### src/rtl/adder_pkg.sv
// Shared definitions for the pipelined adder: operation mode encodings and a
// compile-time width check that every instantiating module can expand.
`define ADDER_WIDTH_CHECK(W, S) \
    if (((W) % (S)) != 0) begin : g_width_check \
        $error("adder: WIDTH must be divisible by STAGES"); \
    end

package adder_pkg;

    localparam logic MODE_ADD = 1'b0;
    localparam logic MODE_SUB = 1'b1;

endpackage

### src/rtl/adder_slice.sv
// One CHUNK-bit ripple slice of the pipelined adder; the partial sum and the
// carry out are registered and only update while the pipe is advancing.
module adder_slice
    import adder_pkg::*;
#(
    parameter int CHUNK = 8
) (
    input  logic             clk,
    input  logic             rst,
    input  logic             en,
    input  logic [CHUNK-1:0] a,
    input  logic [CHUNK-1:0] b,
    input  logic             cin,
    output logic [CHUNK-1:0] sum_q,
    output logic             cout_q
);

    logic [CHUNK-1:0] sum_d;
    logic             cout_d;

    always_comb begin
        sum_d  = sum_q;
        cout_d = cout_q;
        if (en) begin
            {cout_d, sum_d} = {1'b0, a} + {1'b0, b} + {{CHUNK{1'b0}}, cin};
        end
    end

    always_ff @(posedge clk) begin
        if (rst) begin
            sum_q  <= '0;
            cout_q <= 1'b0;
        end else begin
            sum_q  <= sum_d;
            cout_q <= cout_d;
        end
    end

endmodule

### src/rtl/pipelined_generic_adder.sv
// WIDTH-bit add/subtract split into STAGES registered carry-chain slices with a
// valid/ready stream on both sides. Define ADDER_SAT_EN for signed saturation.
module pipelined_generic_adder
    import adder_pkg::*;
#(
    parameter int WIDTH  = 24,
    parameter int STAGES = 3
) (
    input  logic             clk,
    input  logic             rst,
    input  logic             in_valid,
    output logic             in_ready,
    input  logic [WIDTH-1:0] ain,
    input  logic [WIDTH-1:0] bin,
    input  logic             cin,
    input  logic             sub,
    output logic             out_valid,
    input  logic             out_ready,
    output logic [WIDTH-1:0] sum,
    output logic             carry,
    output logic             ovf
);

    localparam int CHUNK = WIDTH / STAGES;

    `ADDER_WIDTH_CHECK(WIDTH, STAGES)

    logic              advance;
    logic              carry_in;
    logic [WIDTH-1:0]  b_eff;
    logic [STAGES-1:0] valid_q, valid_d;
    logic [WIDTH-1:0]  a_q   [STAGES];
    logic [WIDTH-1:0]  a_d   [STAGES];
    logic [WIDTH-1:0]  b_q   [STAGES];
    logic [WIDTH-1:0]  b_d   [STAGES];
    logic [WIDTH-1:0]  res_q [STAGES];
    logic [WIDTH-1:0]  res_d [STAGES];
    logic [WIDTH-1:0]  merged [STAGES];
    logic [CHUNK-1:0]  slice_sum [STAGES];
    logic [STAGES-1:0] slice_carry;
    logic [WIDTH-1:0]  raw_sum;
    logic              a_msb, b_msb;

    assign out_valid = valid_q[STAGES-1];
    assign advance   = !out_valid || out_ready;
    assign in_ready  = advance;

    always_comb begin
        b_eff    = (sub == MODE_SUB) ? ~bin : bin;
        carry_in = (sub == MODE_ADD) ? cin : 1'b1;
    end

    // Operands ride along with the beat so slice k sees its chunk one stage
    // later; finished low chunks are skewed forward in res so they emerge aligned.
    always_comb begin
        valid_d = valid_q;
        for (int k = 0; k < STAGES; k++) begin
            a_d[k]   = a_q[k];
            b_d[k]   = b_q[k];
            res_d[k] = res_q[k];
        end
        if (advance) begin
            valid_d[0] = in_valid;
            a_d[0]     = ain;
            b_d[0]     = b_eff;
            res_d[0]   = '0;
            for (int k = 1; k < STAGES; k++) begin
                valid_d[k] = valid_q[k-1];
                a_d[k]     = a_q[k-1];
                b_d[k]     = b_q[k-1];
                res_d[k]   = merged[k-1];
            end
        end
    end

    always_ff @(posedge clk) begin
        if (rst) begin
            valid_q <= '0;
            for (int k = 0; k < STAGES; k++) begin
                a_q[k]   <= '0;
                b_q[k]   <= '0;
                res_q[k] <= '0;
            end
        end else begin
            valid_q <= valid_d;
            for (int k = 0; k < STAGES; k++) begin
                a_q[k]   <= a_d[k];
                b_q[k]   <= b_d[k];
                res_q[k] <= res_d[k];
            end
        end
    end

    for (genvar k = 0; k < STAGES; k++) begin : g_slice
        logic [CHUNK-1:0] op_a, op_b;
        logic             op_c;

        if (k == 0) begin : g_first
            assign op_a = ain[CHUNK-1:0];
            assign op_b = b_eff[CHUNK-1:0];
            assign op_c = carry_in;
        end else begin : g_rest
            assign op_a = a_q[k-1][k*CHUNK +: CHUNK];
            assign op_b = b_q[k-1][k*CHUNK +: CHUNK];
            assign op_c = slice_carry[k-1];
        end

        adder_slice #(
            .CHUNK (CHUNK)
        ) u_slice (
            .clk    (clk),
            .rst    (rst),
            .en     (advance),
            .a      (op_a),
            .b      (op_b),
            .cin    (op_c),
            .sum_q  (slice_sum[k]),
            .cout_q (slice_carry[k])
        );
    end

    always_comb begin
        for (int k = 0; k < STAGES; k++) begin
            merged[k] = res_q[k];
            merged[k][k*CHUNK +: CHUNK] = slice_sum[k];
        end
    end

    assign raw_sum = merged[STAGES-1];
    assign a_msb   = a_q[STAGES-1][WIDTH-1];
    assign b_msb   = b_q[STAGES-1][WIDTH-1];
    assign carry   = slice_carry[STAGES-1];
    assign ovf     = (a_msb == b_msb) && (raw_sum[WIDTH-1] != a_msb);

`ifdef ADDER_SAT_EN
    // Both operands share the sign of the true result, so a_msb picks the rail.
    always_comb begin
        sum = raw_sum;
        if (ovf) begin
            sum = a_msb ? {1'b1, {(WIDTH-1){1'b0}}} : {1'b0, {(WIDTH-1){1'b1}}};
        end
    end
`else
    assign sum = raw_sum;
`endif

endmodule

### config.mk
export PLATFORM = sky130hd
export DESIGN_NAME = pipelined_generic_adder
export DESIGN_NICKNAME = d
export VERILOG_FILES = /design/src/rtl/adder_pkg.sv /design/src/rtl/adder_slice.sv /design/src/rtl/pipelined_generic_adder.sv
export SDC_FILE = /design/constraint.sdc
export NUM_CORES = 1
export LEC_CHECK = 0
export ABC_CLOCK_PERIOD_IN_PS = 8900
export CORE_AREA = 10 10 123 125
export DETAILED_ROUTE_END_ITERATION = 7
export DIE_AREA = 0 0 133 135
export GPL_TIMING_DRIVEN = 0
export PLACE_DENSITY_LB_ADDON = 0.1
export SYNTH_ARGS = -nofsm -noshare
export SYNTH_HDL_FRONTEND = slang
export SYNTH_SLANG_ARGS = --single-unit
### constraint.sdc
create_clock -name clk -period 8.9 [get_ports clk]
set_clock_uncertainty 0.1 [all_clocks]
set_input_delay 1.78 -clock clk [delete_from_list [all_inputs] [get_ports clk]]
set_output_delay 1.78 -clock clk [all_outputs]
set_load 0.02 [all_outputs]
* After elaboration in Yosys (flattened, before gate mapping) *
Memory sizes are Yosys's and may differ from the RTL's.
Index checks and enable logic that the tools add are counted.

word-level totals
  flip-flop bits (word level) = 30
  bits in latches = 0
  RAM bits = 216
  memories kept = 3
  bits in read-only memories = 0
  input bits = 54

memories
  name   words  width  rd ports  clocked after memory_dff  wr ports  line                           RTL
  a_q    3      24     3         0                         3         pipelined_generic_adder.sv:32  logic [WIDTH-1:0] a_q [STAGES];
  b_q    3      24     3         0                         3         pipelined_generic_adder.sv:34  logic [WIDTH-1:0] b_q [STAGES];
  res_q  3      24     3         0                         3         pipelined_generic_adder.sv:36  logic [WIDTH-1:0] res_q [STAGES];

operators by class
  reduce and logical (&&, ||, !) cells = 3
  div/mod/pow operators = 0
  add/sub/neg operators = 6
  magnitude comparators = 0
  bitwise operators = 10
  multiply operators = 0
  muxes and demuxes = 17
  equal/unequal tests = 2
  shift operators = 0

operator list
  cell                  number
  two-way mux 24 bit    10
  two-way mux 72 bit    3
  adder 8 x 8 -> 9 bit  3
  adder 9 x 1 -> 9 bit  3
  inverter 24 bit       1
  bitwise OR 1 bit      9
  two-way mux 1 bit     4
  == test 1 bit         1
  logical AND 1 bit     1
  logical NOT 1 bit     1
  logical OR 1 bit      1
  != test 1 bit         1

* Logic depth before layout (Yosys ltp) *
  word-level depth = 4
  depth in mapped cells = 9

* Hierarchy *
A second synthesis with hierarchy kept.

unflattened totals
  cells, all modules = 574
  area, all modules = 5522.8 sq um

by module, submodules not included
  module                   times used  cells an instance  area each (sq um)
  pipelined_generic_adder  1           367                3533.4
  adder_slice              3           69                 663.1

* Worst setup path before layout *
Ideal clock, no wire load.

  kind = input to output
  from = input out_ready
  to = output in_ready
  arrival = 2.352 ns
  slack = 4.668 ns
  stages on the path = 5
  cells stage by stage = nor2b_4 buf_6 inv_6 buf_6 buf_2

between the ends
  cells in the longest elaborated chain, start to end = 1

ends and longest elaborated chain
  what              line                           RTL
  from (decl)       pipelined_generic_adder.sv:18  input logic out_ready,
  logical OR 1 bit  pipelined_generic_adder.sv:45  assign advance = !out_valid || out_ready;
  to (decl)         pipelined_generic_adder.sv:12  output logic in_ready,

No other way between the ends.

* Worst setup path in the final report *
Same ends and word-level chain as after synthesis.

==> metrics <==
post-route cell area=6320 sq um; reg2reg path depth=6; Synth area leaders=dfxtp_1, nand2_1, a21oi_1; Vert. Die Dim=135 um; crit share post-route=61.7%; port bufs=79; setup bufs post-CTS=0; Overall Power=1.14 mW; Sink Count=104; Reg power frac=46.6%; initial core utilization=39.9%; final hold vios=0; Post-Syn Instances=587; total number of vias=4,144; detailed-route wire length=12.6 mm; PD cells=181 nW/um^2; DP Wirelength=9.86 mm; DRC=0; Die ar.=18,000 sq um; Num CTS Buffers=9; hold path depth=2; Worst Setup Start Kind=input pin; routability cong.=0.808; Final ANT Viol Nets=0; Psw=297 uW; Most used DFF post-synth=dfxtp_1; Worst EP required=7.02 ns; H-tree depth=3; Switching Share=26.0%; DRT Pass-1 Iters=4; clk_lat worst skew=0.34 ns; fmax=0.182 GHz; mapped cell area=5010 sq um; post-synthesis net count=668; num ports=82; grt total ovfl=0; global-route wire length before repair=20.3 mm; post-synthesis cell type count=44; Post-CTS Resized=0; placed cell count=838; Slew headroom=55.7%; leading area contributor after synthesis=dfxtp_1; setup TNS=0 ns; root buf cell=clkbuf_16; Leak Pwr=2.56 nW; CORE AREA=12,600 sq um; Comb power frac=18.5%; Final setup viols=0; Ant. Diodes=0; number of synthesized flops with an enable pin=0; critical path startpoint=out_ready; HP Class=flop to flop; fillers=1,255; Hold Buf Count CTS=0; Routed met3 length=787 um; RSZ-0062 raised after global routing=false; fin nets=758; worst r2r src=a_q[0][8]; FFs w/ async S/R, synth=0%; P_int=846 uW; row count=41; worst setup path category=input pin to primary output; synthesized flop and latch total=104; top-area cell type share of the netlist area=41.5%; Starting DRT DRC Count=196; Top Metal Used=met4; routed wl met2=5.72 mm; largest net degree at the start of global routing=16; most common cell after layout, fill and taps aside=nand2_1; TritonCTS clock tree=yes; max capacitance violation total=0; WL/cell=14.8 um; antenna violations before repair=0; clk buf depth=2; commonest cells after routing, fill and taps aside=nand2_1, dfxtp_1, a21oi_1; final std cells w/o fill=853; post-route minimum period=5.49 ns; register area share after synthesis=41.5%; Vias/cell=4.86; total placed instance area=6020 sq um; synth warn=0; fin util=50.3%; Clk network pwr share=35.0%; status=completed; HP Start=res_q[0][62]; max-slew violation count=0; crit path max fanout=10; kind of end point of the critical path=primary output; Avg Cell Area, Syn=8.54 sq um; DIE WIDTH=133 um; GRT Total Usage=14.0%; actual slew at the worst max-slew pin=0.665 ns; number of global-route vias before repair=4,076; Worst Path Arrival=3.61 ns; Area Overhead vs Synth=26.0%; layout cell share with drive strength beyond 1=11.7%; Clock transition at path regs=0.07 ns; peak supply drop=70.1 uV; met1 wire length=5.99 mm
## sequential cells by signal, indices dropped and copies added (netlist names)
name / flops
g_slice.u_slice.cout_q: 3
res_q: 24
a_q: 25
g_slice.u_slice.sum_q: 24
valid_q: 3
b_q: 25
## synthesized netlist by cell type, drive strengths merged, types with 4 or more instances
library cell,instances
nand2,146
dfxtp,104
a21oi,86
buf,49
nor2,27
a211oi,25
xnor2,25
ha,21
clkbuf,13
xor2,11
a21o,9
inv,7
o21ai,7
and3,6
fa,6
nand3b,5
mux2,4
o22ai,4
## power groups by stage
| stage | sequential (mW) | combinational, mW | clock [mW] |
|---|---|---|---|
| after floorplan | 0.532 | 0.138 | 0 |
| after global placement | 0.541 | 0.208 | 0 |
| after detailed placement | 0.542 | 0.211 | 0 |
| after CTS | 0.532 | 0.213 | 0.408 |
| after global routing | 0.537 | 0.235 | 0.424 |
| final | 0.532 | 0.211 | 0.400 |
## metrics by stage
| step | hold WS [ns] | setup slack [ns] |
|---|---|---|
| after global placement | 0.338 | 3.41 |
| after CTS | 0.353 | 3.41 |
| after global routing | 0.367 | 3.34 |
| after detailed placement | 0.345 | 3.42 |
| final | 0.349 | 3.41 |
| after floorplan | 0.325 | 4.67 |
## cells by family (layout without fill, tap and decap cells)
| logic type | count (synthesis) | after routing | synth area share, % |
|---|---|---|---|
| simple gates | 203 | 203 | 17.5 |
| compound gates | 144 | 144 | 17.6 |
| flops | 104 | 104 | 41.5 |
| buf+inv | 69 | 163 | 8.46 |
| xor+xnor | 36 | 36 | 6.29 |
| fa+ha+maj | 27 | 27 | 7.64 |
| mux | 4 | 4 | 0.899 |
## area by class of cell
| class | instances | area [sq um] | area share [%] |
|---|---|---|---|
| Multi-Input combinational cell | 414 | 2500 | 39.7 |
| Tap cell | 172 | 215 | 3.41 |
| Clock inverter | 2 | 38.8 | 0.614 |
| Sequential cell | 104 | 2080 | 33.0 |
| Timing Repair Buffer | 79 | 791 | 12.5 |
| Clock buffer | 13 | 260 | 4.12 |
| Buffer | 62 | 393 | 6.22 |
| Inverter | 7 | 31.3 | 0.495 |
## worst max-delay path: stages
cell and delay [ns]:
clkdlybuf4s50_1 0.50, nor2b_4 0.05, buf_6 0.14, inv_6 0.09, buf_6 0.15, buf_2 0.23
clkdlybuf4s50_1 0.65
## path summary, 6_finish.rpt
kind                                                     to  slack, ns
worst max register to register  g_slice[1].u_slice.sum_q[6]       6.66
worst min-delay path                           res_q[0][62]       0.35
worst min register to register                 res_q[0][62]       0.35
worst max-delay path                               in_ready       3.41
## per-layer routing
metal  up-vias  global-route usage [%]
met5         -                       0
met4         0                    5.13
met3        12                    3.04
met2        90                    22.1
met1      1898                    18.3
li1       2144                       -
Note: power is estimated with default switching activity, not from simulation.
==> RTL edit 1: new RTL, same flow settings <==
Take the reset off `sum_q` and load it in a clocked block of its own.
--- a/src/rtl/adder_slice.sv
+++ b/src/rtl/adder_slice.sv
@@ -29,12 +29,14 @@
     always_ff @(posedge clk) begin
         if (rst) begin
-            sum_q  <= '0;
             cout_q <= 1'b0;
         end else begin
-            sum_q  <= sum_d;
             cout_q <= cout_d;
         end
     end
 
+    always_ff @(posedge clk) begin
+        sum_q <= sum_d;
+    end
+
 endmodule
 
Check against the original RTL: not equivalent (Yosys sat finds a counterexample within 4 cycles, from zero or initial values and one cycle with rst high).
==> RTL edit 1 against the original RTL <==
- register-to-register slack lost 0.23 ns
- synthesized area shrank 4.8%
- count of clock-buffer cells in the layout shrank 3
- sequential cell count is the same
- clock power is essentially flat
- sequential power grew 6.8%
- cell area shrank 3.6%
- wire length shrank 12%
- synthesized cell count shrank 11%
- critical path depth is the same
- via count shrank 13%
- setup slack lost 0.64 ns
- power grew 3.8%
- largest cell class is now flip-flops and latches
- largest power group unchanged
- highest routed layer unchanged
==> RTL edit 1: results (changes against the original RTL) <==
Cells and area
  • Layout Nets: 693 (was 758)
  • Share of layout cells above drive strength 1: 10.05% (was 11.75%)

Logic synthesis
  • Warnings from Yosys: 0 (unchanged)
  • Synth area leaders: dfxtp_1 34%, edfxtp_1 15%, nand2_1 9.8% (was dfxtp_1 42%, nand2_1 11%, a21oi_1 8.6%)
  • Async S/R FF share, synth: 0% (unchanged)
  • Post-synthesis mux area share: 0% (was 0.8989%)
  • Netlist cell types: 38 (was 44)
  • Post-Syn Instances: 522 (was 587)
  • Post-synth EDFFs: 24 (was 0)
  • Post-synthesis compound-gate area fraction: 14.42% (was 17.63%)
  • Sequential-to-total area share from yosys stat: 48.66% (was 41.55%)
  • Syn nets: 603 (was 668)
  • Synth cell count leaders: 125 x nand2_1, 80 x dfxtp_1, 69 x a21oi_1 (was 146 x nand2_1, 104 x dfxtp_1, 86 x a21oi_1)
  • Post-Synth Adder-Cell Area: 8.023% (was 7.640%)
  • Xor/xnor share of the synthesized area: 6.791% (was 6.292%)

Worst hold path
  • Hold_sp: b_q[0][18] (was res_q[0][62])
  • Hold Path End: b_q[0][42] (was res_q[0][62])

Clocking
  • Post-CTS resize count: 0 (unchanged)
  • Post-CTS Setup Bufs: 0 (unchanged)
  • Clock latency on the worst-skew pair: 0.35 ns
  • Total CTS buffers: 9 (unchanged)

Worst setup path
  • Critical path fanouts, max: 34 (was 10)
  • R2R setup slack: 6.43 ns (was 6.66 ns)
  • Worst Path Arrival: 4.25 ns (was 3.61 ns)
  • Critical register-to-register path endpoint: g_slice[1].u_slice.sum_q[6] (unchanged)
  • FF-to-FF Start: a_q[0][8] (unchanged)
  • R2R cell count: 7 (was 6)

Detailed routing
  • Pre-antenna DRT Iters: 4 (unchanged)
  • Iter 0 DRT Violations: 165 (was 196)
  • Routed len/inst: 14.10 um (was 14.80 um)
  • Mean number of vias per cell: 4.588 (was 4.858)
  • WL final: 11130 um (was 12630 um)

Timing
  • Worst slew margin: 46.08% (was 55.66%)
  • Setup tns final: 0 ns (unchanged)
  • Max frequency: 163.0 MHz (was 182.1 MHz)

Global routing
  • First-pass GRT wire length: 18440 um (was 20330 um)
  • Vias in the first global route: 3670 (was 4076)
  • Initial antenna violation count: 0 (unchanged)
  • Largest net degree at the start of global routing: 35 (was 16)
  • All-Layer GR Usage: 12.67% (was 13.98%)

Place
  • DP Cell Count: 773 (was 838)
  • Dpl hpwl: 8530 um (was 9861 um)
  • Setup Slack @ Placement: 2.732 ns (was 3.419 ns)
  • GPL Wtd Cong: 0.7783 (was 0.8083)

Power
  • Total leakage power: 2.521 nW (was 2.562 nW)
  • Internal power: 0.8723 mW (was 0.8465 mW)
  • Peak supply drop: 0.09688 mV (was 0.07012 mV)

Status
  • Status: complete, no violations (unchanged)
-- RTL edit 1: power by group through the flow --
stage	sequential (mW)	clock [mW]	combinational (mW)
finish	0.568	0.400	0.218
detailed placement	0.580	0	0.220
global route	0.575	0.427	0.243
floorplan	0.572	0	0.141
CTS	0.569	0.411	0.222
global placement	0.578	0	0.216
-- RTL edit 1: how the worst max path moves through the flow --
stage	startpoint	end	depth (start not counted)
floorplan	out_ready	in_ready	5
detailed placement	out_ready	in_ready	7
finish	out_ready	in_ready	7
global route	out_ready	in_ready	7
CTS	out_ready	in_ready	7
global placement	out_ready	in_ready	7
-- RTL edit 1: per-stage QoR --
stage | instance area (um^2) | hold slack [ns] | util, % | power (mW)
after global routing | 6086 | 0.3723 | 48.42 | 1.245
after CTS | 6086 | 0.3555 | 48.42 | 1.201
after floorplan | 4772 | 0.3321 | - | 0.7132
after global placement | 5778 | 0.3389 | 45.97 | 0.7947
after detailed placement | 5778 | 0.3451 | 45.97 | 0.7999
final | 6086 | 0.3505 | 48.42 | 1.186
-- RTL edit 1: kinds of logic after synthesis --
logic type	count (synthesis)
DFF	104
and+or+nand+nor	168
xor gates and xnor gates	37
AOI/OAI and AO/OA	115
adders and majority gates	27
buffers and inverters	71
-- RTL edit 1: cell type report --
type | instances | area, um^2
plain buffers | 54 | 316.6
clock buffers | 10 | 250.2
clock inverters | 6 | 57.56
fillers | 1236 | 6482
inverters | 17 | 63.81
multi-input cells | 347 | 2069
flip-flops and latches | 104 | 2322
well taps | 172 | 215.2
repair buffers | 79 | 790.8
-- RTL edit 1: critical path, stage by stage --
cell and delay (ns):
clkdlybuf4s50_1 0.46, nor2b_1 0.04, buf_2 0.15, inv_2 0.09
buf_2 0.26, buf_2 0.70, clkdlybuf4s50_1 0.76
-- RTL edit 1: layer usage --
metal / track usage [%] / vias up / part of all wire (%)
li1: - / 1897 / -
met1: 15.68 / 1649 / 45
met2: 21.06 / 63 / 49
met3: 3.375 / 11 / 5.0
met4: 3.851 / 0 / 1.3
met5: 0 / - / 0
==> RTL edit 2: new RTL, same settings <==
Made on the original files. `STAGES`: 3 -> 6.
--- a/src/rtl/pipelined_generic_adder.sv
+++ b/src/rtl/pipelined_generic_adder.sv
@@ -5,5 +5,5 @@
 #(
     parameter int WIDTH  = 24,
-    parameter int STAGES = 3
+    parameter int STAGES = 6
 ) (
     input  logic             clk,
Formal check against the unedited RTL: not equivalent (Yosys sat finds a counterexample within 4 cycles, from zero or initial values and one cycle with rst high).
==> RTL edit 2 against the original RTL <==
- utilization is 35 points higher
- wire length is 78% higher
- synthesized cell count increased by 81%
- first-iteration DRC count increased to 2.6 times the old value
- hold slack improved by 0.0013 ns
- power increased by 84%
- critical path depth unchanged
- synthesized area increased by 80%
- sequential cell count is 114 higher
- non-clock buffer count up 40
- setup slack better by 0.0098 ns
- cell area is 70% higher
- via count up 84%
- critical endpoint unchanged
==> RTL edit 2: results (changes against the original RTL) <==
Power
  • Peak supply drop: 0.1726 mV (was 0.07012 mV)
  • Seq pwr: 1.05 mW (was 0.532 mW)
  • Internal power: 1.625 mW (was 0.8465 mW)
  • Comb power frac: 7.5% (was 18.5%)
  • Sw frac: 22.68% (was 25.95%)

Global routing
  • GR Util met3: 3.598% (was 3.042%)
  • Global Route met1 Usage: 27.04% (was 18.27%)
  • First-pass GRT wire length: 36750 um (was 20330 um)
  • Vias in the first global route: 7810 (was 4076)
  • Largest net degree at the start of global routing: 15 (was 16)

Cells and area
  • Share of layout cells above drive strength 1: 12.68% (was 11.75%)
  • Top flop regs: a_q (61), b_q (61), res_q (60) (was a_q (25), b_q (25))
  • Layout Nets: 1252 (was 758)

Detailed routing
  • Mean number of vias per cell: 5.618 (was 4.858)
  • M1 wire length: 8616 um (was 5987 um)
  • WL final: 22480 um (was 12630 um)
  • Met3 wire length: 1366 um (was 787 um)
  • Met2 WL: 11570 um (was 5719 um)
  • Iter 0 DRT Violations: 507 (was 196)
  • Via count: 7613 (was 4144)

Worst setup path
  • R2R setup slack: 6.93 ns (was 6.66 ns)

Logic synthesis
  • Largest family of logic cells by synthesized area: simple AND/OR/NAND/NOR gates (was compound AO/OA/AOI/OAI gates)
  • Post-Synth Adder-Cell Area: 5.159% (was 7.640%)
  • Xor/xnor share of the synthesized area: 2.912% (was 6.292%)
  • Netlist cell types: 28 (was 44)
  • Post-synthesis compound-gate area fraction: 15.89% (was 17.63%)
  • Post-Syn Instances: 1065 (was 587)
  • Sequential-to-total area share from yosys stat: 48.37% (was 41.55%)

Clocking
  • Clock latency on the worst-skew pair: 0.50 ns (was 0.34 ns)
  • Clock Tree Buf Depth: 3 (was 2)
  • CTS H-tree lvls: 1 (was 3)
  • Total CTS buffers: 22 (was 9)

Place
  • Area after DPL: 10030 um^2 (was 6017 um^2)
  • Setup Slack @ Placement: 3.435 ns (was 3.419 ns)
  • Dpl hpwl: 15190 um (was 9861 um)
  • GPL Wtd Cong: 0.8652 (was 0.8083)

Timing
  • Hold Slack: 0.3503 ns (was 0.3490 ns)
  • Minimum clock period: 5.483 ns (was 5.493 ns)

Status
  • Status: complete, no violations (unchanged)
## RTL edit 2: cell types whose count changed in the layout (fill, tap and decap cells not counted), sizes merged, moves of 10 or more
cell,change
dfxtp,+114
nand2,+204
a21oi,+94
inv,+20
a211oi,+10
nor2,+15
nor2b,+10
buf,+38
clkbuf,+22
## RTL edit 2: area by class of cell
cell class | count | area, um^2 | share of cell area, %
plain buffers | 102 | 681.9 | 6.346
clock buffers | 33 | 683.2 | 6.358
clock inverters | 6 | 33.78 | 0.3144
inverters | 26 | 100.1 | 0.9315
multi-input cells | 719 | 3876 | 36.07
flip-flops and latches | 218 | 4364 | 40.61
well taps | 172 | 215.2 | 2.003
repair buffers | 79 | 790.8 | 7.359
## RTL edit 2: worst paths after layout
path,startpoint,to,cells past startpoint
worst max-delay path,out_ready,in_ready,7
worst min-delay path,b_q[0][41],b_q[0][41],2
worst max register to register,a_q[0][88],g_slice[4].u_slice.cout_q,6
worst min register to register,b_q[0][41],b_q[0][41],2
